## config.mk

```make
export PLATFORM = sky130hd
export DESIGN_NAME = dram_access_ctrl
export DESIGN_NICKNAME = d
export VERILOG_FILES = /design/src/rtl/dram_acc_pkg.sv /design/src/rtl/dram_acc_lane.sv /design/src/rtl/dram_access_ctrl.sv
export SDC_FILE = /design/constraint.sdc
export NUM_CORES = 1
export LEC_CHECK = 0
export ABC_AREA = 1
export ABC_CLOCK_PERIOD_IN_PS = 2450
export BUFFER_PORTS_ARGS = -buffer_cell sky130_fd_sc_hd__buf_4
export CAP_MARGIN = 20
export CORE_ASPECT_RATIO = 1.4
export CORE_MARGIN = 2
export CORE_UTILIZATION = 45
export DETAILED_ROUTE_END_ITERATION = 6
export GPL_ROUTABILITY_DRIVEN = 0
export PLACE_DENSITY = 0.73
export SYNTH_ARGS = -nofsm -noshare
export SYNTH_HDL_FRONTEND = slang
export SYNTH_HIERARCHICAL = 1
export SYNTH_SLANG_ARGS = --single-unit
```

## constraint.sdc

```tcl
create_clock -name clk_i -period 2.45 [get_ports clk_i]
set_input_delay 0.245 -clock clk_i [delete_from_list [all_inputs] [get_ports clk_i]]
set_output_delay 0.245 -clock clk_i [all_outputs]
set_load 0.005 [all_outputs]
```

## src/rtl/dram_acc_pkg.sv

```systemverilog
// Shared encodings for the byte-path DRAM access controller (dram_access_ctrl).
// Optional build macro DRAM_ACC_MISALIGN_EN is consumed by dram_acc_lane.
package dram_acc_pkg;

   localparam logic [1:0] SIZE_BYTE    = 2'b00;
   localparam logic [1:0] SIZE_HALF    = 2'b01;
   localparam logic [1:0] SIZE_WORD    = 2'b10;
   localparam logic [1:0] SIZE_ILLEGAL = 2'b11;

   // The DRAM data select value that routes its byte read/write path.
   localparam logic [1:0] MEM_SEL_BYTE = 2'b10;

   typedef enum logic [1:0] {
      IDLE = 2'b00,
      XFER = 2'b01,
      RESP = 2'b10
   } state_e;

endpackage

```

## src/rtl/dram_acc_lane.sv

```systemverilog
// Byte-count decode, legality check and load extension for dram_access_ctrl.
// Define DRAM_ACC_MISALIGN_EN to allow misaligned halves/words (sequenced byte by byte).
module dram_acc_lane
   import dram_acc_pkg::*;
(
   input  logic [1:0]  size_i,
   input  logic [1:0]  addr_lo_i,
   input  logic        unsigned_i,
   input  logic [31:0] raw_i,
   output logic [2:0]  nbytes_o,
   output logic        err_o,
   output logic [31:0] ext_o
);

`ifdef DRAM_ACC_MISALIGN_EN
   localparam bit ALLOW_MISALIGN = 1'b1;
`else
   localparam bit ALLOW_MISALIGN = 1'b0;
`endif

   logic misaligned;

   // raw_i holds the loaded bytes right-aligned, lowest address in the most significant loaded byte.
   always_comb begin
      nbytes_o   = 3'd0;
      misaligned = 1'b0;
      ext_o      = raw_i;
      case (size_i)
         SIZE_BYTE: begin
            nbytes_o = 3'd1;
            ext_o    = {{24{raw_i[7] & ~unsigned_i}}, raw_i[7:0]};
         end
         SIZE_HALF: begin
            nbytes_o   = 3'd2;
            misaligned = addr_lo_i[0];
            ext_o      = {{16{raw_i[15] & ~unsigned_i}}, raw_i[15:0]};
         end
         SIZE_WORD: begin
            nbytes_o   = 3'd4;
            misaligned = |addr_lo_i;
            ext_o      = raw_i;
         end
         default: begin
            nbytes_o = 3'd0;
         end
      endcase
      err_o = (size_i == SIZE_ILLEGAL) || (misaligned && !ALLOW_MISALIGN);
   end

endmodule

```

## src/rtl/dram_access_ctrl.sv

```systemverilog
// Core-side load/store sequencer issuing one DRAM byte access per cycle, big-endian.
// Build option DRAM_ACC_MISALIGN_EN (see dram_acc_lane) makes misaligned accesses legal.
module dram_access_ctrl
   import dram_acc_pkg::*;
#(
   parameter int ADDR_W = 10
)
(
   input  logic              clk_i,
   input  logic              rst_i,
   input  logic              req_valid_i,
   output logic              req_ready_o,
   input  logic              req_we_i,
   input  logic [1:0]        req_size_i,
   input  logic              req_unsigned_i,
   input  logic [ADDR_W-1:0] req_addr_i,
   input  logic [31:0]       req_wdata_i,
   output logic              rsp_valid_o,
   output logic [31:0]       rsp_rdata_o,
   output logic              rsp_err_o,
   output logic [ADDR_W-1:0] mem_addr_o,
   output logic [1:0]        mem_sel_o,
   output logic              mem_we_o,
   output logic [7:0]        mem_wdata_o,
   input  logic [7:0]        mem_rdata_i
);

   state_e            state_q, state_d;
   logic [2:0]        cnt_q, cnt_d;
   logic [ADDR_W-1:0] addr_q, addr_d;
   logic [31:0]       wdata_q, wdata_d;
   logic [31:0]       data_q, data_d;
   logic [1:0]        size_q, size_d;
   logic              we_q, we_d;
   logic              uns_q, uns_d;
   logic              err_q, err_d;

   logic [1:0]        laneSize;
   logic [1:0]        laneAddrLo;
   logic [2:0]        nbytes;
   logic              laneErr;
   logic [31:0]       laneExt;
   logic              issue;

   // In IDLE the lane judges the incoming request; afterwards it serves the latched one.
   assign laneSize   = (state_q == IDLE) ? req_size_i      : size_q;
   assign laneAddrLo = (state_q == IDLE) ? req_addr_i[1:0] : addr_q[1:0];

   dram_acc_lane u_lane (
      .size_i     (laneSize),
      .addr_lo_i  (laneAddrLo),
      .unsigned_i (uns_q),
      .raw_i      (data_q),
      .nbytes_o   (nbytes),
      .err_o      (laneErr),
      .ext_o      (laneExt)
   );

   assign issue = (state_q == XFER) && (cnt_q < nbytes);

   always_ff @(posedge clk_i) begin
      if (rst_i) begin
         state_q <= IDLE;
         cnt_q   <= 3'd0;
         addr_q  <= '0;
         wdata_q <= 32'd0;
         data_q  <= 32'd0;
         size_q  <= SIZE_BYTE;
         we_q    <= 1'b0;
         uns_q   <= 1'b0;
         err_q   <= 1'b0;
      end else begin
         state_q <= state_d;
         cnt_q   <= cnt_d;
         addr_q  <= addr_d;
         wdata_q <= wdata_d;
         data_q  <= data_d;
         size_q  <= size_d;
         we_q    <= we_d;
         uns_q   <= uns_d;
         err_q   <= err_d;
      end
   end

   // cnt_q walks the issue index; loads stay one extra cycle (cnt_q == nbytes) to catch the last byte.
   always_comb begin
      state_d = state_q;
      cnt_d   = cnt_q;
      addr_d  = addr_q;
      wdata_d = wdata_q;
      data_d  = data_q;
      size_d  = size_q;
      we_d    = we_q;
      uns_d   = uns_q;
      err_d   = err_q;
      case (state_q)
         IDLE: begin
            if (req_valid_i) begin
               size_d = req_size_i;
               we_d   = req_we_i;
               uns_d  = req_unsigned_i;
               err_d  = laneErr;
               cnt_d  = 3'd0;
               data_d = 32'd0;
               if (laneErr) begin
                  state_d = RESP;
               end else begin
                  addr_d = req_addr_i;
                  case (req_size_i)
                     SIZE_BYTE: wdata_d = {req_wdata_i[7:0], 24'd0};
                     SIZE_HALF: wdata_d = {req_wdata_i[15:0], 16'd0};
                     default:   wdata_d = req_wdata_i;
                  endcase
                  state_d = XFER;
               end
            end
         end
         XFER: begin
            if (!we_q && (cnt_q != 3'd0)) begin
               data_d = {data_q[23:0], mem_rdata_i};
            end
            if (issue) begin
               wdata_d = {wdata_q[23:0], 8'd0};
               if ((cnt_q + 3'd1) < nbytes) begin
                  addr_d = addr_q + ADDR_W'(1);
               end
            end
            if (we_q ? (cnt_q == (nbytes - 3'd1)) : (cnt_q == nbytes)) begin
               state_d = RESP;
            end
            cnt_d = cnt_q + 3'd1;
         end
         RESP: begin
            state_d = IDLE;
         end
         default: begin
            state_d = IDLE;
         end
      endcase
   end

   // Reset gates the handshake and DRAM strobe so nothing is accepted or written while it is held.
   always_comb begin
      req_ready_o = !rst_i && (state_q == IDLE);
      rsp_valid_o = !rst_i && (state_q == RESP);
      rsp_err_o   = rsp_valid_o && err_q;
      rsp_rdata_o = (rsp_valid_o && !err_q && !we_q) ? laneExt : 32'd0;
      mem_we_o    = !rst_i && issue && we_q;
      mem_wdata_o = mem_we_o ? wdata_q[31:24] : 8'd0;
      mem_addr_o  = addr_q;
      mem_sel_o   = MEM_SEL_BYTE;
   end

endmodule

```

==> results of run 1 <==
-- final cells by class --
class / instances / area [um2] / area share [%]
Multi-Input combinational cell: 547 / 3228 / 44.22
Tap cell: 141 / 176.4 / 2.417
Clock inverter: 5 / 107.6 / 1.474
Inverter: 82 / 330.3 / 4.525
Timing Repair inverter: 1 / 6.256 / 0.08570
Sequential cell: 84 / 1684 / 23.07
Timing Repair Buffer: 170 / 1514 / 20.74
Clock buffer: 11 / 252.7 / 3.462
-- worst max-delay path, cell delays in order, from the launching register on --
cell and delay (ns):
dfxtp_2 0.33, inv_2 0.05, nand2_4 0.09, inv_4 0.05, o21ai_4 0.20, inv_2 0.09
buf_6 0.14, ha_4 0.17, buf_6 0.13, nor2_4 0.14, buf_6 0.13, buf_12 0.13
nand2_4 0.05, nand3_2 0.06, inv_2 0.04, nor2_1 0.11, buf_4 0.13
-- path summary, 6_finish.rpt --
check	from	cells after the start	slack, ns	to
worst max-delay path	state_q[0]	16	-0.16	rsp_rdata_o[29]
worst min-delay path	req_unsigned_i	3	0.15	uns_q
worst max register to register	state_q[0]	19	-0.08	wdata_q[28]
worst min register to register	wdata_q[6]	2	0.46	wdata_q[6]
-- stage by stage --
stage / hold WS, ns / TNS [ns] / std cells / setup WS (ns)
6_report: 0.1507 / -4.789 / 1041 / -0.1573
3_3_place_gp: 0.4484 / 0 / 985 / 0.07454
3_5_place_dp: 0.4540 / 0 / 985 / 0.001149
2_1_floorplan: 0.3882 / 0 / 767 / 0.002380
5_1_grt: 0.1456 / -12.09 / 1041 / -0.2574
4_1_cts: 0.1434 / -2.445 / 1022 / -0.1423
-- sequential cells by signal, indices dropped and copies added (netlist names) --
| register | count |
|---|---|
| size_q | 2 |
| err_q | 1 |
| cnt_q | 3 |
| we_q | 1 |
| data_q | 32 |
| mem_addr_o | 10 |
| wdata_q | 32 |
| uns_q | 1 |
| state_q | 2 |
-- timing repair --
item	in CTS	in global routing
resized for setup	82	131
buffers inserted	18	11
endpoints found under the setup margin	26	75
pin swaps	27	26
gates cloned	3	9
-- cells in the mapped netlist (2+ instances only) --
library cell,n,area share (%)
nand3_2,11,2.2
buf_1,3,0.22
a21oi_1,90,9.0
nand2_4,2,0.45
nand2_1,182,14
nor2_1,100,7.5
a211oi_1,2,0.30
o21ai_1,7,0.70
conb_1,2,0.15
nand3_1,66,6.6
a31oi_1,2,0.25
clkbuf_1,11,0.82
inv_1,76,5.7
o21ai_0,47,4.7
ha_1,16,4.0
buf_6,8,1.8
buf_4,20,3.0
inv_2,4,0.30
buf_2,13,1.3
and3_1,2,0.25
dfxtp_1,84,34
-- logic make-up after synthesis --
| kind of cell | Yosys count | share of synthesized area, % |
|---|---|---|
| and+or+nand+nor | 374 | 32.94 |
| AOI/OAI and AO/OA | 152 | 15.63 |
| buffers and inverters | 137 | 13.36 |
| DFF | 84 | 33.57 |
| adders and majority gates | 16 | 3.996 |
| xor gates and xnor gates | 2 | 0.3497 |
| other | 2 | 0.1499 |
-- power groups by stage --
stage / logic (mW) / clock network (mW) / registers (mW)
finish: 4.97 / 1.62 / 1.94
global placement: 2.91 / 0 / 1.91
global route: 5.37 / 1.68 / 1.97
CTS: 3.72 / 1.63 / 1.89
detailed placement: 2.94 / 0 / 1.92
floorplan: 2.27 / 0 / 1.88
-- per-layer routing --
metal | share of wire [%] | vias to the layer above | global-route usage [%] | wire length, um
met5 | 0 | - | 0 | 0
met4 | 3.1 | 0 | 8.737 | 503
met3 | 4.9 | 43 | 4.450 | 785
met2 | 54 | 184 | 42.07 | 8685
met1 | 38 | 2559 | 27.30 | 6002
li1 | - | 2709 | - | -
==> results.md, run 1 <==
* Final Core Density at 67.17%
* Antenna violations before repair at 0
* Arr. time, crit path at 2.36 ns
* Io pins at 113
* # Max-Cap Violations at 0
* Ys Warns at 6
* Vias post-DR at 5495
* Area growth syn-to-layout at 45.70%
* Number of routed nets with antenna violations at 0
* Vias in the first global route at 4804
* #FFs+latches synth at 84
* Power density cells at 1169 mW/mm2
* Final Hold Fails at 0
* Int Power at 4.908 mW
* Crit Path Class: reg2out
* RSZ-0062 raised after global routing: yes
* Proportion of layout cells with a drive suffix above 1 at 37.78%
* Avg Cell Area, Syn at 6.532 um2
* Worst Path Required at 2.20 ns
* Worst clock skew at 0.005975 ns
* CP max FO at 6
* Final setup violation count at 61
* Psw at 3.621 mW
* Hold Path Class: in2reg
* CTS tree: built
* Design Power at 8.530 mW
* Largest net degree at the start of global routing at 53
* Global-route wire length before repair at 22440 um
* Synth Flop Type: dfxtp_1
* Port bufs at 110
* Worst-path clk slew at 0.06 ns
* Clk pwr share at 19.0%
* Peak VDD IR at 0.0006970 V
* Core Area at 0.01087 mm2
* H-tree levels at 3
* # rows at 45
* DPL Wire Length at 9071 um
* Fill count at 954
* Clk sinks at 84
* Post-Syn Nets at 840
* Slew HR at 59.99%
* Drt total wl at 15980 um
* Clock root buffer master: clkbuf_16
* Post-route setup slack at -0.1573 ns
* Setup crit start kind: flop
* Post-synthesis cell count at 767
* CP Capture Type: output pin
* Final Max Tran Viols at 0
* Sequential power share at 22.8%
* Failing checks: setup timing
* Max Clock Freq at 0.3835 GHz
* CTS buffer count at 9
* Post-CTS Hold Buffers at 0
* Yosys cell types at 40
* DIE WIDTH at 93.18 um
* DRT Pass-1 Iters at 6
* Placement Cell Area at 0.005848 mm2
* Most frequent cells in the layout: nand2_1 (145), buf_4 (140), a21oi_1 (84)
* 1st-iter DRT viols at 323
* Post-route cell area at 0.007300 mm2
* Most common cell after layout, fill and taps aside: nand2_1
* Sw Ratio at 42.46%
* Register area share after synthesis at 33.57%
* Antenna diodes at 0
* GR Overflow Total at 0
* Skew-Pair Late Insertion Delay at 0.34 ns
* Nets at 968
* Leakage at 3.247 nW
* Async set-reset flop share out of synthesis at 0%
* Initial core utilization at 46.10%
* Mapped cell area at 0.005010 mm2
* Final period util at 106.4%
* Die Y at 128.8 um
* Slew @ Worst Pin at 0.5979 ns
* Min cycle time layout at 2.607 ns
* Post-synth EDFFs at 0
* Run status: complete, but fails checks
* Die area at 0.01201 mm2
* Combinational Power Share at 58.3%
* Clock Path Buffers at 2
* Vias per cell at 5.279
* WL per Instance at 15.35 um
* Tot GR Track Use at 23.35%
* Remaining DRCs at 0
(Power assumes the default switching activity.)
==> run 2: changes to the inputs <==
--- a/config.mk
+++ b/config.mk
@@ -6,15 +6,15 @@
 export NUM_CORES = 1
 export LEC_CHECK = 0
 export ABC_AREA = 1
-export ABC_CLOCK_PERIOD_IN_PS = 2450
+export ABC_CLOCK_PERIOD_IN_PS = 3340
 export BUFFER_PORTS_ARGS = -buffer_cell sky130_fd_sc_hd__buf_4
 export CAP_MARGIN = 20
 export CORE_ASPECT_RATIO = 1.4
 export CORE_MARGIN = 2
-export CORE_UTILIZATION = 45
+export CORE_UTILIZATION = 59
 export DETAILED_ROUTE_END_ITERATION = 6
 export GPL_ROUTABILITY_DRIVEN = 0
-export PLACE_DENSITY = 0.73
+export PLACE_DENSITY = 0.88
 export SYNTH_ARGS = -nofsm -noshare
 export SYNTH_HDL_FRONTEND = slang
 export SYNTH_HIERARCHICAL = 1
==> constraint.sdc (replaced) <==
create_clock -name clk_i -period 3.34 [get_ports clk_i]
set_input_delay 0.334 -clock clk_i [delete_from_list [all_inputs] [get_ports clk_i]]
set_output_delay 0.334 -clock clk_i [all_outputs]
set_load 0.005 [all_outputs]
==> run 2 against run 1 <==
  * The flow now finishes without violations
  * Count of clock-buffer cells in the layout is the same
  * Final area fell by 19%
  * Clock power down 44%
  * Core utilization grew 5.2 points
  * Routed wire length is 18% lower
  * First-iteration DRC count is 12% lower
  * Critical path depth fell by 1
  * Combinational power decreased by 59%
  * Register-to-register slack improved by 0.58 ns
  * Sequential power fell by 27%
  * Clock skew about the same
  * Sequential share of layout area increased by 5.3 points
  * Largest power group unchanged
==> results.md, run 2 (synthesis gave the netlist of run 1 again) <==
* WHS at 0.2654 ns (was 0.1507 ns)
* R2R Setup Slk at 0.50 ns (was -0.08 ns)
* H-tree levels at 3 (unchanged)
* Post-CTS Hold Buffers at 0 (unchanged)
* Most common cell after layout, fill and taps aside: nand2_1 (unchanged)
* Drt total wl at 13070 um (was 15980 um)
* Peak VDD IR at 0.0005134 V (was 0.0006970 V)
* Max Clock Freq at 0.3249 GHz
* Nets at 912 (was 968)
* Worst Path Required at 3.01 ns (was 2.20 ns)
* Number of routed nets with antenna violations at 0 (unchanged)
* Remaining DRCs at 0 (unchanged)
* Slew HR at 33.02% (was 59.99%)
* Critical Path Source: state_q[0] (unchanged)
* Worst-path clk slew at 0.06 ns (about the same)
* CTS buffer count at 9 (unchanged)
* Initial core utilization at 61.11% (was 46.10%)
* Post-route cell area at 0.005933 mm2 (was 0.007300 mm2)
* Vias per cell at 5.521 (was 5.279)
* Final Hold Fails at 0 (unchanged)
* Clock root buffer master: clkbuf_16 (unchanged)
* Io pins at 113 (unchanged)
* Pre-CTS setup slack at 0.2085 ns (was 0.001149 ns)
* CP max FO at 7 (was 6)
* CTS tree: built (unchanged)
* Sum Neg Setup Slack at 0 ns (was -4.789 ns)
* Layout Cells excl Fill at 946 (was 1041)
* # rows at 39 (was 45)
* Hold Path Class: in2reg (unchanged)
* Core Area at 0.008198 mm2 (was 0.01087 mm2)
* 1st-iter DRT viols at 284 (was 323)
* DRT Pass-1 Iters at 4 (was 6)
* Antenna violations before repair at 0 (unchanged)
* Worst Reg-to-Reg Cells at 19 (unchanged)
* Min cycle time layout at 3.078 ns
* Hold_sp: mem_rdata_i[4] (was req_unsigned_i)
* Slew @ Worst Pin at 1.001 ns (was 0.5979 ns)
* Final Core Density at 72.37% (was 67.17%)
* Most frequent cells in the layout: nand2_1 (182), buf_4 (115), nor2_1 (100) (was nand2_1 (145), buf_4 (140), a21oi_1 (84))
* Final period util at 92.16%
* Crit Path Class: reg2out (unchanged)
* Post-Place Cells at 929 (was 985)
* Reg-to-Reg Start: state_q[0] (unchanged)
* DIE WIDTH at 81.88 um (was 93.18 um)
* Run status: finished, final reports clean (was complete, but fails checks)
* Skew-Pair Late Insertion Delay at 0.34 ns (about the same)
* RSZ-0062 raised after global routing: no (was yes)
* Setup crit start kind: flop (unchanged)
* Final setup violation count at 0 (was 61)
* Design Power at 4.360 mW (was 8.530 mW)
* Tot GR Track Use at 28.54% (was 23.35%)
* Clk sinks at 84 (unchanged)
* GR Overflow Total at 0 (unchanged)
* WL per Instance at 13.81 um (was 15.35 um)
* Largest net degree at the start of global routing at 67 (was 53)
* Met3 usage at 6.300% (was 4.450%)
* Die Y at 113.0 um (was 128.8 um)
* Final Max Tran Viols at 0 (unchanged)
* Vias post-DR at 5223 (was 5495)
* Clock Path Buffers at 2 (unchanged)
* Worst clock skew at 0.005876 ns (was 0.005975 ns)
* CP Capture Type: output pin (unchanged)
* Leakage at 2.667 nW (was 3.247 nW)
* Antenna diodes at 0 (unchanged)
* Post-route setup slack at 0.2619 ns (was -0.1573 ns)
* Placement Cell Area at 0.005643 mm2 (was 0.005848 mm2)
* Met1 usage at 31.41% (was 27.30%)
* Port bufs at 110 (unchanged)
* Critical Path End: mem_wdata_o[5] (was rsp_rdata_o[29])
* Busiest grt layer: met2 (unchanged)
* DPL Wire Length at 9219 um (was 9071 um)
* Proportion of layout cells with a drive suffix above 1 at 19.31% (was 37.78%)
* RR Endpoint: wdata_q[25] (was wdata_q[28])
* Area growth syn-to-layout at 18.43% (was 45.70%)
* Vias in the first global route at 4693 (was 4804)
* # Max-Cap Violations at 0 (unchanged)
* Global-route wire length before repair at 20910 um (was 22440 um)
* Met2 Usage GRT at 50.14% (was 42.07%)
* Arr. time, crit path at 2.74 ns (was 2.36 ns)
* Post-CTS setup buffers at 0 (was 18)
* Die area at 0.009255 mm2 (was 0.01201 mm2)
* Power density cells at 734.8 mW/mm2 (was 1169 mW/mm2)
## run 2: cell count changes in the layout (fill, tap and decap cells not counted), sizes merged
| cell | previous run | this run |
|---|---|---|
| bufinv | 3 | 0 |
| clkbuf | 16 | 11 |
| buf | 165 | 115 |
| inv | 80 | 81 |
| clkinv | 4 | 5 |
## run 2: metal layers
layer	share of wire [%]	routed length (um)
met5	0	0
met3	6.1	794
met2	53	6944
met1	37	4862
met4	3.6	466
## run 2: how the worst min path moves through the flow
stage	end	slack, ns	cells after the start
after floorplan	size_q[1]	0.42	2
after global placement	wdata_q[21]	0.45	2
after detailed placement	wdata_q[22]	0.45	2
after CTS	wdata_q[5]	0.26	3
after global routing	wdata_q[5]	0.27	3
final	data_q[4]	0.27	3
## run 2: power by group
group	total (mW)	switching, mW	internal (mW)
logic	2.03	1.37	0.657
clock network	0.911	0.393	0.518
registers	1.42	0.181	1.24
## run 2: timing repair
action | in CTS | in global routing
hold endpoints to repair | 0 | 0
cloned | 0 | 1
gates resized for setup | 2 | 5
endpoints found under the setup margin | 9 | 33
## run 2: worst max-delay path, stage by stage (launching register included)
cell      delay [ns]
dfxtp_2         0.36
inv_2           0.14
nand2_4         0.09
inv_4           0.12
nand2_1         0.07
o21ai_2         0.11
inv_1           0.11
ha_1            0.20
inv_1           0.11
ha_1            0.26
nand3b_1        0.09
nand2_1         0.08
nor2_1          0.18
nand3_1         0.20
nor2_1          0.15
buf_4           0.12
## run 2: cell type report
type | count | area, um2
clock inverters | 5 | 27.53
repair buffers | 115 | 863.3
fillers | 655 | 2265
well taps | 102 | 127.6
multi-input cells | 547 | 2676
clock buffers | 11 | 242.7
inverters | 82 | 311.5
flip-flops and latches | 84 | 1684
